## config.mk

```make
export PLATFORM = sky130hd
export DESIGN_NAME = maze_loader
export DESIGN_NICKNAME = d
export VERILOG_FILES = /design/src/rtl/maze_pkg.sv /design/src/rtl/maze_row_serializer.sv /design/src/rtl/maze_loader.sv
export SDC_FILE = /design/constraint.sdc
export NUM_CORES = 1
export LEC_CHECK = 0
export ABC_CLOCK_PERIOD_IN_PS = 1600
export CAP_MARGIN = 10
export CELL_PAD_IN_SITES_DETAIL_PLACEMENT = 0
export CELL_PAD_IN_SITES_GLOBAL_PLACEMENT = 1
export CORE_MARGIN = 5
export CORE_UTILIZATION = 31
export DETAILED_ROUTE_END_ITERATION = 8
export PLACE_DENSITY = 0.75
export SLEW_MARGIN = 25
export SYNTH_ARGS = -nofsm -noshare
export SYNTH_HDL_FRONTEND = slang
export SYNTH_SLANG_ARGS = --single-unit
```

## constraint.sdc

```tcl
create_clock -name clk -period 1.6 [get_ports clk]
set_clock_uncertainty 0.1 [all_clocks]
set_input_delay 0.48 -clock clk [delete_from_list [all_inputs] [get_ports clk]]
set_output_delay 0.48 -clock clk [all_outputs]
set_load 0.01 [all_outputs]
```

## src/rtl/maze_pkg.sv

```systemverilog
// Shared definitions for the maze front end: default geometry, cell encoding,
// loader FSM states and a counter-width helper.
package maze_pkg;

    localparam int MAZE_ROWS   = 16;
    localparam int MAZE_COLS   = 16;
    localparam int MAZE_ADDR_W = 8;

    localparam logic CELL_WALL = 1'b1;
    localparam logic CELL_OPEN = 1'b0;

    typedef enum logic [1:0] {
        ST_IDLE,
        ST_ACCEPT,
        ST_WRITE,
        ST_FINISH
    } loader_state_t;

    // Width of a counter that must hold 0..n-1 (at least one bit).
    function automatic int cnt_width(input int n);
        return (n > 1) ? $clog2(n) : 1;
    endfunction

endpackage

```

## src/rtl/maze_row_serializer.sv

```systemverilog
// Row serializer: holds one maze row and presents it LSB first, one column per
// advance, together with the column index and a last-column flag.
// Requires COLS >= 2.
module maze_row_serializer
    import maze_pkg::*;
#(
    parameter int COLS  = MAZE_COLS,
    parameter int COL_W = cnt_width(COLS)
) (
    input  logic             clk,
    input  logic             rst,
    input  logic             load,
    input  logic [COLS-1:0]  data,
    input  logic             advance,
    output logic             bit_out,
    output logic [COL_W-1:0] col,
    output logic             last_col
);

    logic [COLS-1:0] shift;

    // Shift register and column counter: load restarts the row, advance steps one cell.
    always_ff @(posedge clk) begin
        // NOTE: registered state uses non-blocking assignments so every flop samples pre-edge values.
        if (rst) begin
            shift <= '0;
            col   <= '0;
        end else if (load) begin
            shift <= data;
            col   <= '0;
        end else if (advance) begin
            shift <= {CELL_OPEN, shift[COLS-1:1]};
            // The column counter parks at its limit instead of wrapping.
            if (!last_col) begin
                col <= col + 1'b1;
            end
        end
    end

    assign bit_out  = shift[0];
    assign last_col = (col == COL_W'(COLS - 1));

endmodule

```

## src/rtl/maze_loader.sv

```systemverilog
// Maze loader: accepts the maze one row per valid/ready beat, writes it into
// the maze memory one cell per cycle, then pulses the solver start.
// Optional build macro: MAZE_LOADER_OPEN_CHECK_EN -- flags a walled entry
// (cell 0) or exit (cell ROWS*COLS-1), suppresses solve_start and raises a
// sticky load_err. Without it load_err is tied low.
module maze_loader
    import maze_pkg::*;
#(
    parameter int ROWS   = MAZE_ROWS,
    parameter int COLS   = MAZE_COLS,
    parameter int ADDR_W = MAZE_ADDR_W
) (
    input  logic              clk,
    input  logic              rst,
    input  logic              load_start,
    input  logic              in_valid,
    input  logic [COLS-1:0]   in_data,
    output logic              in_ready,
    output logic [ADDR_W-1:0] mem_loc,
    output logic              mem_din,
    output logic              mem_wr,
    output logic              busy,
    output logic              load_done,
    output logic              solve_start,
    output logic              load_err
);

    localparam int ROW_W  = cnt_width(ROWS);
    localparam int COL_W  = cnt_width(COLS);
    localparam int PROD_W = ADDR_W + ROW_W + COL_W;

    loader_state_t    state, state_nxt;
    logic [ROW_W-1:0] row;
    logic [COL_W-1:0] col;
    logic             cell_bit;
    logic             last_col;
    logic             last_row;
    logic             take;
    logic             in_write;
    logic             start_ok;
    logic [PROD_W-1:0] loc_wide;

    assign in_write = (state == ST_WRITE);
    assign take     = (state == ST_ACCEPT) && in_valid;
    assign start_ok = (state == ST_IDLE) && load_start;
    assign last_row = (row == ROW_W'(ROWS - 1));

    maze_row_serializer #(
        .COLS  (COLS),
        .COL_W (COL_W)
    ) u_ser (
        .clk      (clk),
        .rst      (rst),
        .load     (take),
        .data     (in_data),
        .advance  (in_write),
        .bit_out  (cell_bit),
        .col      (col),
        .last_col (last_col)
    );

    // State register.
    always_ff @(posedge clk) begin
        if (rst) begin
            state <= ST_IDLE;
        end else begin
            state <= state_nxt;
        end
    end

    // Next-state decode.
    always_comb begin
        // NOTE: the default assignment first guarantees no latch on paths the case leaves untouched.
        state_nxt = state;
        case (state)
            ST_IDLE:   if (load_start) state_nxt = ST_ACCEPT;
            ST_ACCEPT: if (in_valid)   state_nxt = ST_WRITE;
            ST_WRITE:  if (last_col)   state_nxt = last_row ? ST_FINISH : ST_ACCEPT;
            ST_FINISH: state_nxt = ST_IDLE;
            default:   state_nxt = ST_IDLE;
        endcase
    end

    // Row counter: cleared on a new load, stepped after each row's last cell, parks at ROWS-1.
    always_ff @(posedge clk) begin
        if (rst) begin
            row <= '0;
        end else if (start_ok) begin
            row <= '0;
        end else if (in_write && last_col && !last_row) begin
            row <= row + 1'b1;
        end
    end

    // Cell address: zero-extended row*COLS+col, truncated to the memory width.
    assign loc_wide = PROD_W'(row) * PROD_W'(COLS) + PROD_W'(col);

    assign in_ready  = (state == ST_ACCEPT);
    assign busy      = (state != ST_IDLE);
    assign mem_wr    = in_write;
    assign mem_loc   = in_write ? loc_wide[ADDR_W-1:0] : '0;
    assign mem_din   = in_write & cell_bit;
    assign load_done = (state == ST_FINISH);

`ifdef MAZE_LOADER_OPEN_CHECK_EN
    logic open_flag;
    logic err_q;
    logic entry_wall;
    logic exit_wall;

    assign entry_wall = (row == '0) && (in_data[0] == CELL_WALL);
    assign exit_wall  = last_row && (in_data[COLS-1] == CELL_WALL);

    // Open-cell check: flag a walled entry/exit as rows arrive, publish it as a sticky error entering FINISH.
    always_ff @(posedge clk) begin
        if (rst) begin
            open_flag <= 1'b0;
            err_q     <= 1'b0;
        end else if (start_ok) begin
            open_flag <= 1'b0;
            err_q     <= 1'b0;
        end else begin
            if (take && (entry_wall || exit_wall)) begin
                open_flag <= 1'b1;
            end
            if (in_write && last_col && last_row && open_flag) begin
                err_q <= 1'b1;
            end
        end
    end

    assign solve_start = (state == ST_FINISH) && !open_flag;
    assign load_err    = err_q;
`else
    assign solve_start = (state == ST_FINISH);
    assign load_err    = 1'b0;
`endif

endmodule
```

* Yosys cells after proc, flatten, opt, wreduce, memory -nomap -nowiden
Index checks and enable logic that the tools add are counted.
** Storage, ports and cells
- Register bits :: 26
- Word-level logic and storage cells :: 37
** Cells by class
- Add/subtract/negate cells :: 3
- Equality and inequality tests :: 8
- Mux-type cells :: 8
- Bitwise operators :: 2
- Reductions and logical operators :: 12
** Operators with widths (number)
- two-way mux 16 bit :: 2
- adder 4 x 1 -> 4 bit, second input constant :: 2
- adder 8 x 4 -> 8 bit :: 1
- equality test 4 bit, second input constant :: 2
- two-way mux 2 bit :: 4
- two-way mux 8 bit :: 1
- one-hot mux 2 bit (4 select lines) :: 1
- != test 2 bit, second input constant :: 3
- equality test 2 bit, second input constant :: 2
- logical AND 1 bit :: 4
- nonzero test 2 bit :: 2
- OR reduction 2 bit :: 2
- AND reduction 3 bit :: 1
- equality test 2 x 1 -> 1 bit, second input constant :: 1
- logical NOT 2 bit :: 1
- AND reduction 2 bit :: 1
- AND 1 bit :: 1
- logical NOT 1 bit :: 1
- inverter 1 bit :: 1

* Logic depth before layout (Yosys ltp)
- Depth after elaboration :: 4
- Depth in mapped cells :: 6
- Gate-level depth less buffers :: 4

* Modules after synthesis
From an unflattened synthesis, not the netlist that was laid out.
** Second synthesis, totals
- Cells, all modules :: 142
- Area, all modules :: 1463.9 um^2
** Modules (own cells, without submodules)
- maze_row_serializer :: instances 1, cells each 91, area each 1042.2 um^2, sequential area each 400.4 um^2
- maze_loader :: instances 1, cells each 51, area each 421.7 um^2, sequential area each 120.1 um^2

* Worst setup path before layout
No wires, ideal clock.
- Path type :: register -> output
- Start :: reg state[0]
- End :: out mem_din
- Data arrival time :: 1.047 ns
- Required time :: 1.020 ns
- Slack :: -0.027 ns
- Cell stages (with the launch flop) :: 6
- Cell sequence :: dfxtp_1 > nand2b_1 > buf_2 > inv_1 > buf_2 > and2_1
** On the way
- Word-level cells in the longest chain between the ends :: 2
** RTL lines
- from (decl) :: line maze_loader.sv:32 : loader_state_t state, state_nxt;
- from (signal assigned) :: line maze_loader.sv:67 : state <= state_nxt;
- equality test 2 bit :: line maze_loader.sv:43 : assign in_write = (state == ST_WRITE);
- named net mem_wr :: line maze_loader.sv:21 : output logic mem_wr,
- AND 1 bit :: line maze_loader.sv:102 : assign mem_din = in_write & cell_bit;
- to (decl) :: line maze_loader.sv:20 : output logic mem_din,
The timed path passes the listed nets, and every way through them passes these cells.

* Final worst setup path
- Start :: reg state[0]
- End :: out mem_loc[4]
** On the way
- Word-level cells in the longest chain between the ends :: 2
** RTL lines
- equality test 2 bit :: line maze_loader.sv:43
- two-way mux 8 bit :: line maze_loader.sv:101 : assign mem_loc = in_write ? loc_wide[ADDR_W-1:0] : '0;
- to (decl) :: line maze_loader.sv:19 : output logic [ADDR_W-1:0] mem_loc,
Every way passes these cells.

==> results.cfg <==
[critical_path]
worst_path_dominant_cell_family = flip-flops
critPathKind = flop to output port
worst-path-buf-inv = 3
cp_slowest_stage_delay_ns = 0.34
worstPathMaxFanout = 8
critPathRequiredTime_ns = 1.02
cp-end-kind = output port
cp.arrival_ns = 1.16
slowest_stage = dfxtp_2
cp-start-kind = flop
path_cells = nand2b_4 > inv_4 > buf_6 > and2_1 > buf_2

[power_and_ir_drop]
p_clk_share_pct = 35.7
sw_frac_of_total_pct = 23.2
ir_worst_vdd_mv = 0.433
p_int_mw = 1.17
power_density_nw_per_um2 = 775
p_switching_mw = 0.353
pwr-share-seq_pct = 45.5
power.leakage_nw = 0.769
power_frac_comb_pct = 18.8

[synthesis]
ys_seq_area_share_pct = 41.7
avgSynthCellArea_um2 = 8.55
ys_types = 33
syn_nets = 168
syn_area_um2 = 1250
synth-seq-cells = 26
yosys_warnings = 0
syn_inst = 146

[run_status]
violations = setup timing
status = complete, but fails checks

[route]
met3WireLength_um = 176
drc = 0
ant_nets = 0
avgRoutedWirePerCell_um = 13.4
wl_mm = 3.29
num_vias = 1271
drt_iter0_markers = 75
dr.pass1.iters = 4
routed.top_layer = met4
m1WireLength_mm = 1.34
vias_per_cell = 5.19
wl_met2_mm = 1.74

[global_route]
antenna_found_initial = 0
grtUsageTotal_pct = 12.7
first_global_vias = 1256
grt_pass1_wl_mm = 5.53
grt_overflow = 0
grt_max_degree = 25

[flow_run]
drv_cap = 0

[place]
dpl_cell_area_um2 = 1750
gp_congestion = 0.746
hpwlAfterDp_mm = 2.35
numPortBuffers = 33

[finish]
area_growth_pct = 57.2
fin_util_pct = 49.8
diodes = 0
layout-drive-gt1-share_pct = 35.4
design_area_um2 = 1960
final_nets = 218

[floorplanning]
core_um2 = 3940
io_pins = 35
floorplan.die_area_um2 = 5400
start_util_pct = 31.7
die_w_um = 73.5
rows = 23
die_h_um = 73.5

[timing]
slew_violations = 0
fin_crit_ns = 1.74
layout_setup_ws_ns = -0.143
setup_viol = 12
fmaxAchievable_mhz = 574
hold_viol = 0
period_share_pct = 109
grt_setup_unrepaired = true

[cts]
cts_sinks = 26
clk-insertion-delay-late_ns = 0.27
htreeDepth = 1
cts_buffers = 3
root_buffer = clkbuf_8
cts_tree = done
clk_pin_slew_ns = 0.09
clock_path_buffers = 2

[worst_hold_path]
hold_path_class = flop to flop
sequential cells by signal (all words and copies together), names as in the netlist:
signal,count
u_ser.col,4
u_ser.shift,16
row,4
state,2
per-stage QoR:
stage	setup slack [ns]	hold slack, ns	std cells	setup TNS (ns)	power [mW]
after floorplan	0.00556	0.343	146	0	0.827
after global placement	-0.309	0.354	238	-6.77	0.952
after detailed placement	-0.327	0.361	238	-7.44	0.956
after CTS	-0.139	0.374	244	-1.28	1.52
after global routing	-0.195	0.395	245	-2.06	1.59
final	-0.143	0.374	245	-1.42	1.52
cell usage in the layout, fill, tap and decap left out, types with 3 or more instances in the layout:
| master | synthesis | routed |
|---|---|---|
| dfxtp_1 | 26 | 22 |
| a21oi_1 | 22 | 21 |
| buf_4 | 3 | 21 |
| nand3_1 | 19 | 18 |
| clkdlybuf4s50_1 | 0 | 17 |
| a22oi_1 | 15 | 15 |
| buf_6 | 0 | 15 |
| and2_4 | 0 | 9 |
| nand3b_1 | 3 | 3 |
| o21ai_0 | 3 | 3 |
| nor3_1 | 3 | 3 |
| clkbuf_8 | 0 | 3 |
| dfxtp_2 | 0 | 3 |
layer usage:
layer / global-route usage (%) / up-vias
li1: - / 634
met3: 3.01 / 5
met4: 3.42 / 0
met2: 23.1 / 29
met1: 14.7 / 603
met5: 0 / -
path summary, 6_finish.rpt:
check,start,end,slack (ns),cells after the start
worst max-delay path,state[0],mem_loc[4],-0.14,5
worst min-delay path,u_ser.shift[7],u_ser.shift[7],0.37,2
worst max register to register,u_ser.col[1],u_ser.col[0],0.05,5
worst min register to register,u_ser.shift[7],u_ser.shift[7],0.37,2
worst min-delay path: stages, from the launching register on:
cell     delay (ns)
dfxtp_1        0.32
nand3_1        0.06
a21oi_1        0.05
area by class of cell:
cell class / count / area (µm²)
Timing Repair Buffer: 58 / 552
Clock buffer: 3 / 41.3
Inverter: 1 / 6.26
Clock inverter: 1 / 30.0
Tap cell: 50 / 62.6
Sequential cell: 26 / 528
Fill cell: 372 / 1980
Multi-Input combinational cell: 106 / 743
power groups by stage:
stage               Combinational [mW]  Sequential, mW  Clock, mW
finish                           0.286           0.693      0.542
global route                     0.312           0.696      0.577
CTS                              0.271           0.693      0.559
detailed placement               0.251           0.705          0
global placement                 0.248           0.703          0
floorplan                        0.122           0.705          0
kinds of logic after synthesis:
logic type | after synthesis | share of synthesized area [%]
flip-flops | 26 | 41.7
adder cells (fa/ha/maj) | 2 | 2.00
AND/OR/NAND/NOR | 55 | 26.3
buffers and inverters | 14 | 5.71
AO/OA/AOI/OAI | 47 | 23.2
multiplexers | 1 | 0.802
other | 1 | 0.300
cell usage after synthesis:
master     count  area [µm²]
or2_2          1        6.26
a21oi_1       22         110
nand3b_1       3        22.5
a22oi_1       15         113
dfxtp_1       26         521
nor3_1         3        15.0
nor2b_1        2        12.5
and3_1         2        12.5
clkbuf_1       4        15.0
and2_1        11        68.8
a2111oi_0      1        8.76
o21ai_0        3        15.0
mux2i_1        1        10.0
buf_4          3        22.5
nand4b_1       1        8.76
nand3_1       19        95.1
inv_1          1        3.75
and4b_1        1        10.0
a21o_1         1        7.51
nand2b_1       3        18.8
conb_1         1        3.75
buf_2          6        30.0
nand2_1        1        3.75
o31ai_1        2        15.0
ha_1           2        25.0
or4_1          1        7.51
nor2_1         2        7.51
or3_1          1        6.26
a31oi_1        2        12.5
nor4_1         1        6.26
a311oi_1       1        8.76
and3b_1        1        8.76
or3b_2         2        17.5
repair_timing:
item                       in CTS  in global routing
resized for setup              82                 21
hold buffers                    0                  0
pin swaps                       7                  3
cloned                          0                  0
setup endpoints to repair      17                 19
buffers inserted                2                  1
No activity file was read; power rests on OpenSTA's default activity.
